[src/rtl/piso_shift_transmitter_pkg.sv]
`default_nettype none
// +--------------------------------------------------------------------------+
// | piso_pkg : shared types and frame-length helper for the PISO transmitter  |
// | Optional feature macro: PISO_PARITY_EN (appends one even-parity bit).     |
// | Revision: 1.0                                                             |
// +--------------------------------------------------------------------------+
package piso_pkg;

    typedef enum logic {
        IDLE  = 1'b0,
        SHIFT = 1'b1
    } piso_state_t;

    function automatic int frame_len(input int width);
`ifdef PISO_PARITY_EN
        return width + 1;
`else
        return width;
`endif
    endfunction

endpackage
`default_nettype wire

[src/rtl/piso_shift_transmitter_if.sv]
`default_nettype none
// +--------------------------------------------------------------------------+
// | piso_shift_transmitter_if : load handshake and serial-side outputs        |
// | Revision: 1.0                                                             |
// +--------------------------------------------------------------------------+
interface piso_shift_transmitter_if #(
    parameter int WIDTH = 8
);
    logic [WIDTH-1:0] data_in;
    logic             load_valid;
    logic             load_ready;
    logic             serial_out;
    logic             shift_active;
    logic             done;

    modport master (
        output data_in, load_valid,
        input  load_ready, serial_out, shift_active, done
    );

    modport slave (
        input  data_in, load_valid,
        output load_ready, serial_out, shift_active, done
    );
endinterface
`default_nettype wire

[src/rtl/piso_shift_transmitter_bit_counter.sv]
`default_nettype none
// +--------------------------------------------------------------------------+
// | piso_bit_counter : clear/increment frame bit counter with terminal flag   |
// | Revision: 1.0                                                             |
// +--------------------------------------------------------------------------+
module piso_bit_counter #(
    parameter int FRAME_LEN = 8,
    parameter int CNT_W     = $clog2(FRAME_LEN + 1)
) (
    input  wire logic clk,
    input  wire logic reset,
    input  wire logic clear,
    input  wire logic inc,
    output logic      terminal
);
    localparam logic [CNT_W-1:0] c_last = CNT_W'(FRAME_LEN - 1);

    logic [CNT_W-1:0] r_count;

    always_ff @(posedge clk or negedge reset) begin
        if (!reset) begin
            r_count <= '0;
        end else if (clear) begin
            r_count <= '0;
        end else if (inc) begin
            r_count <= r_count + CNT_W'(1);
        end
    end

    assign terminal = (r_count == c_last);
endmodule
`default_nettype wire

[src/rtl/piso_shift_transmitter.sv]
`default_nettype none
// +--------------------------------------------------------------------------+
// | piso_shift_transmitter : valid/ready parallel-in, serial-out transmitter  |
// | Optional feature macro: PISO_PARITY_EN (even parity bit after the data).  |
// | Revision: 1.0                                                             |
// +--------------------------------------------------------------------------+
module piso_shift_transmitter
    import piso_pkg::*;
#(
    parameter int WIDTH     = 8,
    parameter int MSB_FIRST = 1
) (
    input  wire logic                clk,
    input  wire logic                reset,
    piso_shift_transmitter_if.slave  link
);
    localparam int c_frame_len = frame_len(WIDTH);
    localparam int c_cnt_w     = $clog2(c_frame_len + 1);

    piso_state_t              r_state;
    piso_state_t              w_state_next;
    logic [c_frame_len-1:0]   r_sr;
    logic [c_frame_len-1:0]   w_load_word;
    logic [c_frame_len-1:0]   w_sr_rotated;
    logic                     w_first_bit;
    logic                     w_next_bit;
    logic                     r_serial;
    logic                     r_active;
    logic                     r_done;
    logic                     w_terminal;
    logic                     w_load_ready;
    logic                     w_load;
    logic                     w_shift;
    logic                     w_end;

    // The parity bit rides in an extra shift-register stage at the tail of the frame.
`ifdef PISO_PARITY_EN
    logic w_parity;
    assign w_parity = ^link.data_in;
`endif

    generate
        if (MSB_FIRST != 0) begin : g_msb_first
`ifdef PISO_PARITY_EN
            assign w_load_word = {link.data_in, w_parity};
`else
            assign w_load_word = link.data_in;
`endif
            assign w_first_bit  = w_load_word[c_frame_len-1];
            assign w_next_bit   = r_sr[c_frame_len-2];
            assign w_sr_rotated = {r_sr[c_frame_len-2:0], r_sr[c_frame_len-1]};
        end else begin : g_lsb_first
`ifdef PISO_PARITY_EN
            assign w_load_word = {w_parity, link.data_in};
`else
            assign w_load_word = link.data_in;
`endif
            assign w_first_bit  = w_load_word[0];
            assign w_next_bit   = r_sr[1];
            assign w_sr_rotated = {r_sr[0], r_sr[c_frame_len-1:1]};
        end
    endgenerate

    piso_bit_counter #(
        .FRAME_LEN (c_frame_len),
        .CNT_W     (c_cnt_w)
    ) u_bit_counter (
        .clk      (clk),
        .reset    (reset),
        .clear    (w_load | w_end),
        .inc      (w_shift),
        .terminal (w_terminal)
    );

    // Ready on the last bit cycle lets the next word follow with no idle gap.
    assign w_load_ready = (r_state == IDLE) || ((r_state == SHIFT) && w_terminal);
    assign w_load       = link.load_valid && w_load_ready;

    always_comb begin
        w_state_next = r_state;
        w_shift      = 1'b0;
        w_end        = 1'b0;
        case (r_state)
            IDLE: begin
                if (w_load) begin
                    w_state_next = SHIFT;
                end
            end
            SHIFT: begin
                if (w_terminal) begin
                    w_end = 1'b1;
                    if (!w_load) begin
                        w_state_next = IDLE;
                    end
                end else begin
                    w_shift = 1'b1;
                end
            end
            default: w_state_next = IDLE;
        endcase
    end

    always_ff @(posedge clk or negedge reset) begin
        if (!reset) begin
            r_state <= IDLE;
        end else begin
            r_state <= w_state_next;
        end
    end

    always_ff @(posedge clk or negedge reset) begin
        if (!reset) begin
            r_sr     <= '0;
            r_serial <= 1'b0;
            r_active <= 1'b0;
            r_done   <= 1'b0;
        end else begin
            r_done <= w_end;
            if (w_load) begin
                r_sr     <= w_load_word;
                r_serial <= w_first_bit;
                r_active <= 1'b1;
            end else if (w_end) begin
                r_serial <= 1'b0;
                r_active <= 1'b0;
            end else if (w_shift) begin
                r_sr     <= w_sr_rotated;
                r_serial <= w_next_bit;
            end
        end
    end

    assign link.load_ready   = w_load_ready;
    assign link.serial_out   = r_serial;
    assign link.shift_active = r_active;
    assign link.done         = r_done;
endmodule
`default_nettype wire

[src/flat_wrapper.sv]
// flat-port wrapper written by rule: the top's interface ports become plain ports
module piso_shift_transmitter_flat import piso_pkg::*;
#(
    parameter int WIDTH     = 8,
    parameter int MSB_FIRST = 1
)
  (clk, reset, link_data_in, link_load_valid, link_load_ready, link_serial_out, link_shift_active, link_done);
  piso_shift_transmitter_if #(.WIDTH(WIDTH)) link_i ();
  input  wire logic clk;
  input  wire logic reset;
  input wire logic [$bits(link_i.data_in)-1:0] link_data_in;
  input wire logic [$bits(link_i.load_valid)-1:0] link_load_valid;
  output wire logic [$bits(link_i.load_ready)-1:0] link_load_ready;
  output wire logic [$bits(link_i.serial_out)-1:0] link_serial_out;
  output wire logic [$bits(link_i.shift_active)-1:0] link_shift_active;
  output wire logic [$bits(link_i.done)-1:0] link_done;
  assign link_i.data_in = link_data_in;
  assign link_i.load_valid = link_load_valid;
  assign link_load_ready = link_i.load_ready;
  assign link_serial_out = link_i.serial_out;
  assign link_shift_active = link_i.shift_active;
  assign link_done = link_i.done;
  piso_shift_transmitter #(.WIDTH(WIDTH), .MSB_FIRST(MSB_FIRST)) u_core (.clk(clk), .reset(reset), .link(link_i));
endmodule
[config.mk]
export PLATFORM = sky130hd
export DESIGN_NAME = piso_shift_transmitter_flat
export DESIGN_NICKNAME = d
export VERILOG_FILES = /design/src/rtl/piso_shift_transmitter_pkg.sv /design/src/rtl/piso_shift_transmitter_if.sv /design/src/rtl/piso_shift_transmitter_bit_counter.sv /design/src/rtl/piso_shift_transmitter.sv /design/src/flat_wrapper.sv
export SDC_FILE = /design/constraint.sdc
export NUM_CORES = 1
export LEC_CHECK = 0
export BUFFER_PORTS_ARGS = -buffer_cell sky130_fd_sc_hd__buf_2
export CORE_MARGIN = 5
export CORE_UTILIZATION = 30
export CTS_CLUSTER_DIAMETER = 30
export DETAILED_ROUTE_END_ITERATION = 8
export SLEW_MARGIN = 0
export SYNTH_ARGS = -nofsm -noshare
export SYNTH_HDL_FRONTEND = slang
export SYNTH_SLANG_ARGS = --single-unit
[constraint.sdc]
create_clock -name clk -period 2.18 [get_ports clk]
set_input_delay 0.109 -clock clk [delete_from_list [all_inputs] [get_ports clk]]
set_output_delay 0.109 -clock clk [all_outputs]
set_load 0.05 [all_outputs]
==> flow_summary.json <==
{
  "status": "finished clean",
  "r2r_slack_ns": 0.60,
  "ioPinCount": 15,
  "hold_path_class": "input port to flip-flop",
  "syn2layout_area_growth_pct": 16.1,
  "leakage_nw": 0.447,
  "max_freq_mhz": 561,
  "r2r_start": "u_core.u_bit_counter.r_count[0]",
  "clockRootBuffer": "clkbuf_4",
  "clock_path_buffers": 2,
  "synth_edf_count": 0,
  "die_w_um": 59.9,
  "r2r_end": "u_core.r_sr[7]",
  "async_flop_share_pct": 100,
  "antenna_cells": 0,
  "routed_via_density": 4.82,
  "crit_arrival_ns": 1.67,
  "syn_inst": 69,
  "synth_fp_nets": 81,
  "clk_latency_ns": 0.27,
  "htree_levels": 1,
  "ctsResizeCount": 0,
  "tns_ns": 0,
  "regArea_um2": 400,
  "rsz0062_at_grt": "no",
  "fin_skew_ns": 0.00176,
  "whs_ns": 0.120,
  "period_needed_ns": 1.78,
  "yosysUniqueCellTypes": 21,
  "post-cts-setup-buffer-count": 0,
  "fin_util_pct": 35.6,
  "max_slew.worst_pin.slew_ns": 0.379,
  "max_cap_violations": 0,
  "drv_slew": 0,
  "relSlewSlack_pct": 74.7,
  "cts_buffers": 3,
  "dieArea_um2": 3580,
  "clk_pin_slew_ns": 0.08,
  "cp.required_ns": 2.07,
  "synthesis.area_um2": 746,
  "ys_ff_latch": 16,
  "start_util_pct": 30.7,
  "antenna_found_initial": 0,
  "synthFlopType": "dfrtp_1",
  "grt_pass1_vias": 566,
  "worstSetupPathType": "flip-flop to output pin",
  "first_iter_violations": 12,
  "grt_util_met3_pct": 3.02,
  "end_kind": "output pin",
  "finalSetupViolCount": 0,
  "port_buffers": 14,
  "grt_start_max_net_pins": 17,
  "fin_cells": 114,
  "drc": 0,
  "routed-via-count": 549,
  "clock_sinks": 16,
  "antenna_left": 0,
  "crit_start": "u_core.u_bit_counter.r_count[0]",
  "tritoncts": "built",
  "fillers": 253,
  "yosysSeqAreaShare_pct": 53.7,
  "dp_hpwl_um": 1050,
  "grt_pass1_wl_um": 2460,
  "firstDrtPassIters": 3,
  "power_density_nw_per_um2": 1310,
  "fin_crit_sh_pct": 81.8,
  "num_rows": 18,
  "gr-usage-met2_pct": 14.5,
  "grt_use_met1_pct": 11.0,
  "busiest_layer": "met2",
  "dp.cells": 110,
  "critical_path.max_fanout": 11,
  "crit_path_end": "link_load_ready",
  "worst_setup_path_start_kind": "flip-flop",
  "avgRoutedWirePerCell_um": 12.6,
  "multi_input_area_um2": 307,
  "worstRegToRegCells": 5,
  "grt_overflow": 0,
  "vdd_ir_drop_max_v": 0.000451,
  "synth_area_per_cell_um2": 10.8,
  "drive_above_1_share_pct": 25.0,
  "die_h_um": 59.9,
  "nets": 98,
  "place.gp.congestion": 0.722,
  "yosys_warnings": 0,
  "grt_util_all_layers_pct": 9.45,
  "finalWirelength_um": 1440,
  "final-hold-violation-count": 0,
  "coreArea_um2": 2430
}
## logic make-up (layout without fill, tap and decap cells)
family	after synthesis	count (layout)	share of synthesized area (%)
muxes	9	9	12.2
buffers and inverters	8	23	5.20
DFF	16	16	53.7
xor gates and xnor gates	1	1	1.17
and+or+nand+nor	18	18	14.3
AOI/OAI and AO/OA	16	16	11.7
adders and majority gates	1	1	1.68
## what timing repair did
item | CTS | global route
endpoints found under the setup margin | 0 | 0
endpoints found under the hold margin | 16 | 0
hold buffers | 1 | 0
## sequential cells by signal, indices dropped and copies added, names as in the netlist
register and flops:
u_core.link.shift_active 1, u_core.r_sr 8, u_core.link.done 1, u_core.r_state 1, u_core.u_bit_counter.r_count 4, u_core.link.serial_out 1
## per-layer routing
layer  routed length [um]  vias to the layer above  part of all wire (%)
li1                     -                      273                     -
met1                  670                      266                    47
met2                  680                        8                    47
met3                   57                        2                   4.0
met4                   28                        0                   1.9
met5                    0                        -                     0
## cells in the final DEF (no fill, tap or decap), drive strengths merged, types with 2 or more instances in the layout
cell type | synthesis | layout
a21oi | 2 | 2
mux2i | 8 | 8
dfrtp | 16 | 16
inv | 5 | 5
buf | 2 | 14
clkbuf | 1 | 3
nand3 | 8 | 8
o21ai | 12 | 12
nor2 | 2 | 2
nand2 | 4 | 4
## cell type report
cell class / count / share of cell area [%]
multi-input cells: 45 / 35.4
repair buffers: 15 / 9.25
well taps: 30 / 4.34
clock buffers: 3 / 2.60
flip-flops and latches: 16 / 46.2
inverters: 5 / 2.17
## worst max-delay path: stages (launching register included)
cell and delay [ns]:
dfrtp_1 0.39, ha_1 0.28, nand3b_4 0.15, and2_4 0.23, inv_2 0.08, buf_2 0.26
## synth_stat cells, types with 2 or more instances
cell	instances	area, um^2
mux2i_1	8	80.1
a21oi_1	2	10.0
nor2_1	2	7.51
nand3_1	8	40.0
nand2_1	4	15.0
dfrtp_1	16	400
inv_1	4	15.0
o21ai_0	12	60.1
## how the worst min path moves through the flow
stage	from	to	slack (ns)	depth (start not counted)
2_1_floorplan	reset	u_core.link.done	-0.19	0
3_3_place_gp	reset	u_core.r_state	0.04	1
3_5_place_dp	reset	u_core.r_state	0.05	1
4_1_cts	link_data_in[7]	u_core.link.serial_out	0.11	3
5_1_grt	link_data_in[7]	u_core.link.serial_out	0.13	3
6_report	link_data_in[7]	u_core.link.serial_out	0.12	3
## metrics by stage
step | worst slack, ns | instance area, um^2 | power, mW
global route | 0.264 | 866 | 1.24
CTS | 0.376 | 866 | 1.16
global placement | 0.642 | 833 | 0.991
detailed placement | 0.616 | 833 | 0.999
finish | 0.397 | 866 | 1.14
floorplan | 0.560 | 746 | 0.916
## power breakdown
group / internal, mW / switching (mW) / total (mW) / leakage, nW
combinational: 0.190 / 0.267 / 0.457 / 0.235
sequential: 0.427 / 0.106 / 0.533 / 0.198
clock: 0.0640 / 0.0821 / 0.146 / 0.0138
total: 0.681 / 0.455 / 1.14 / 0.447
Note: power is estimated with default switching activity, not from simulation.
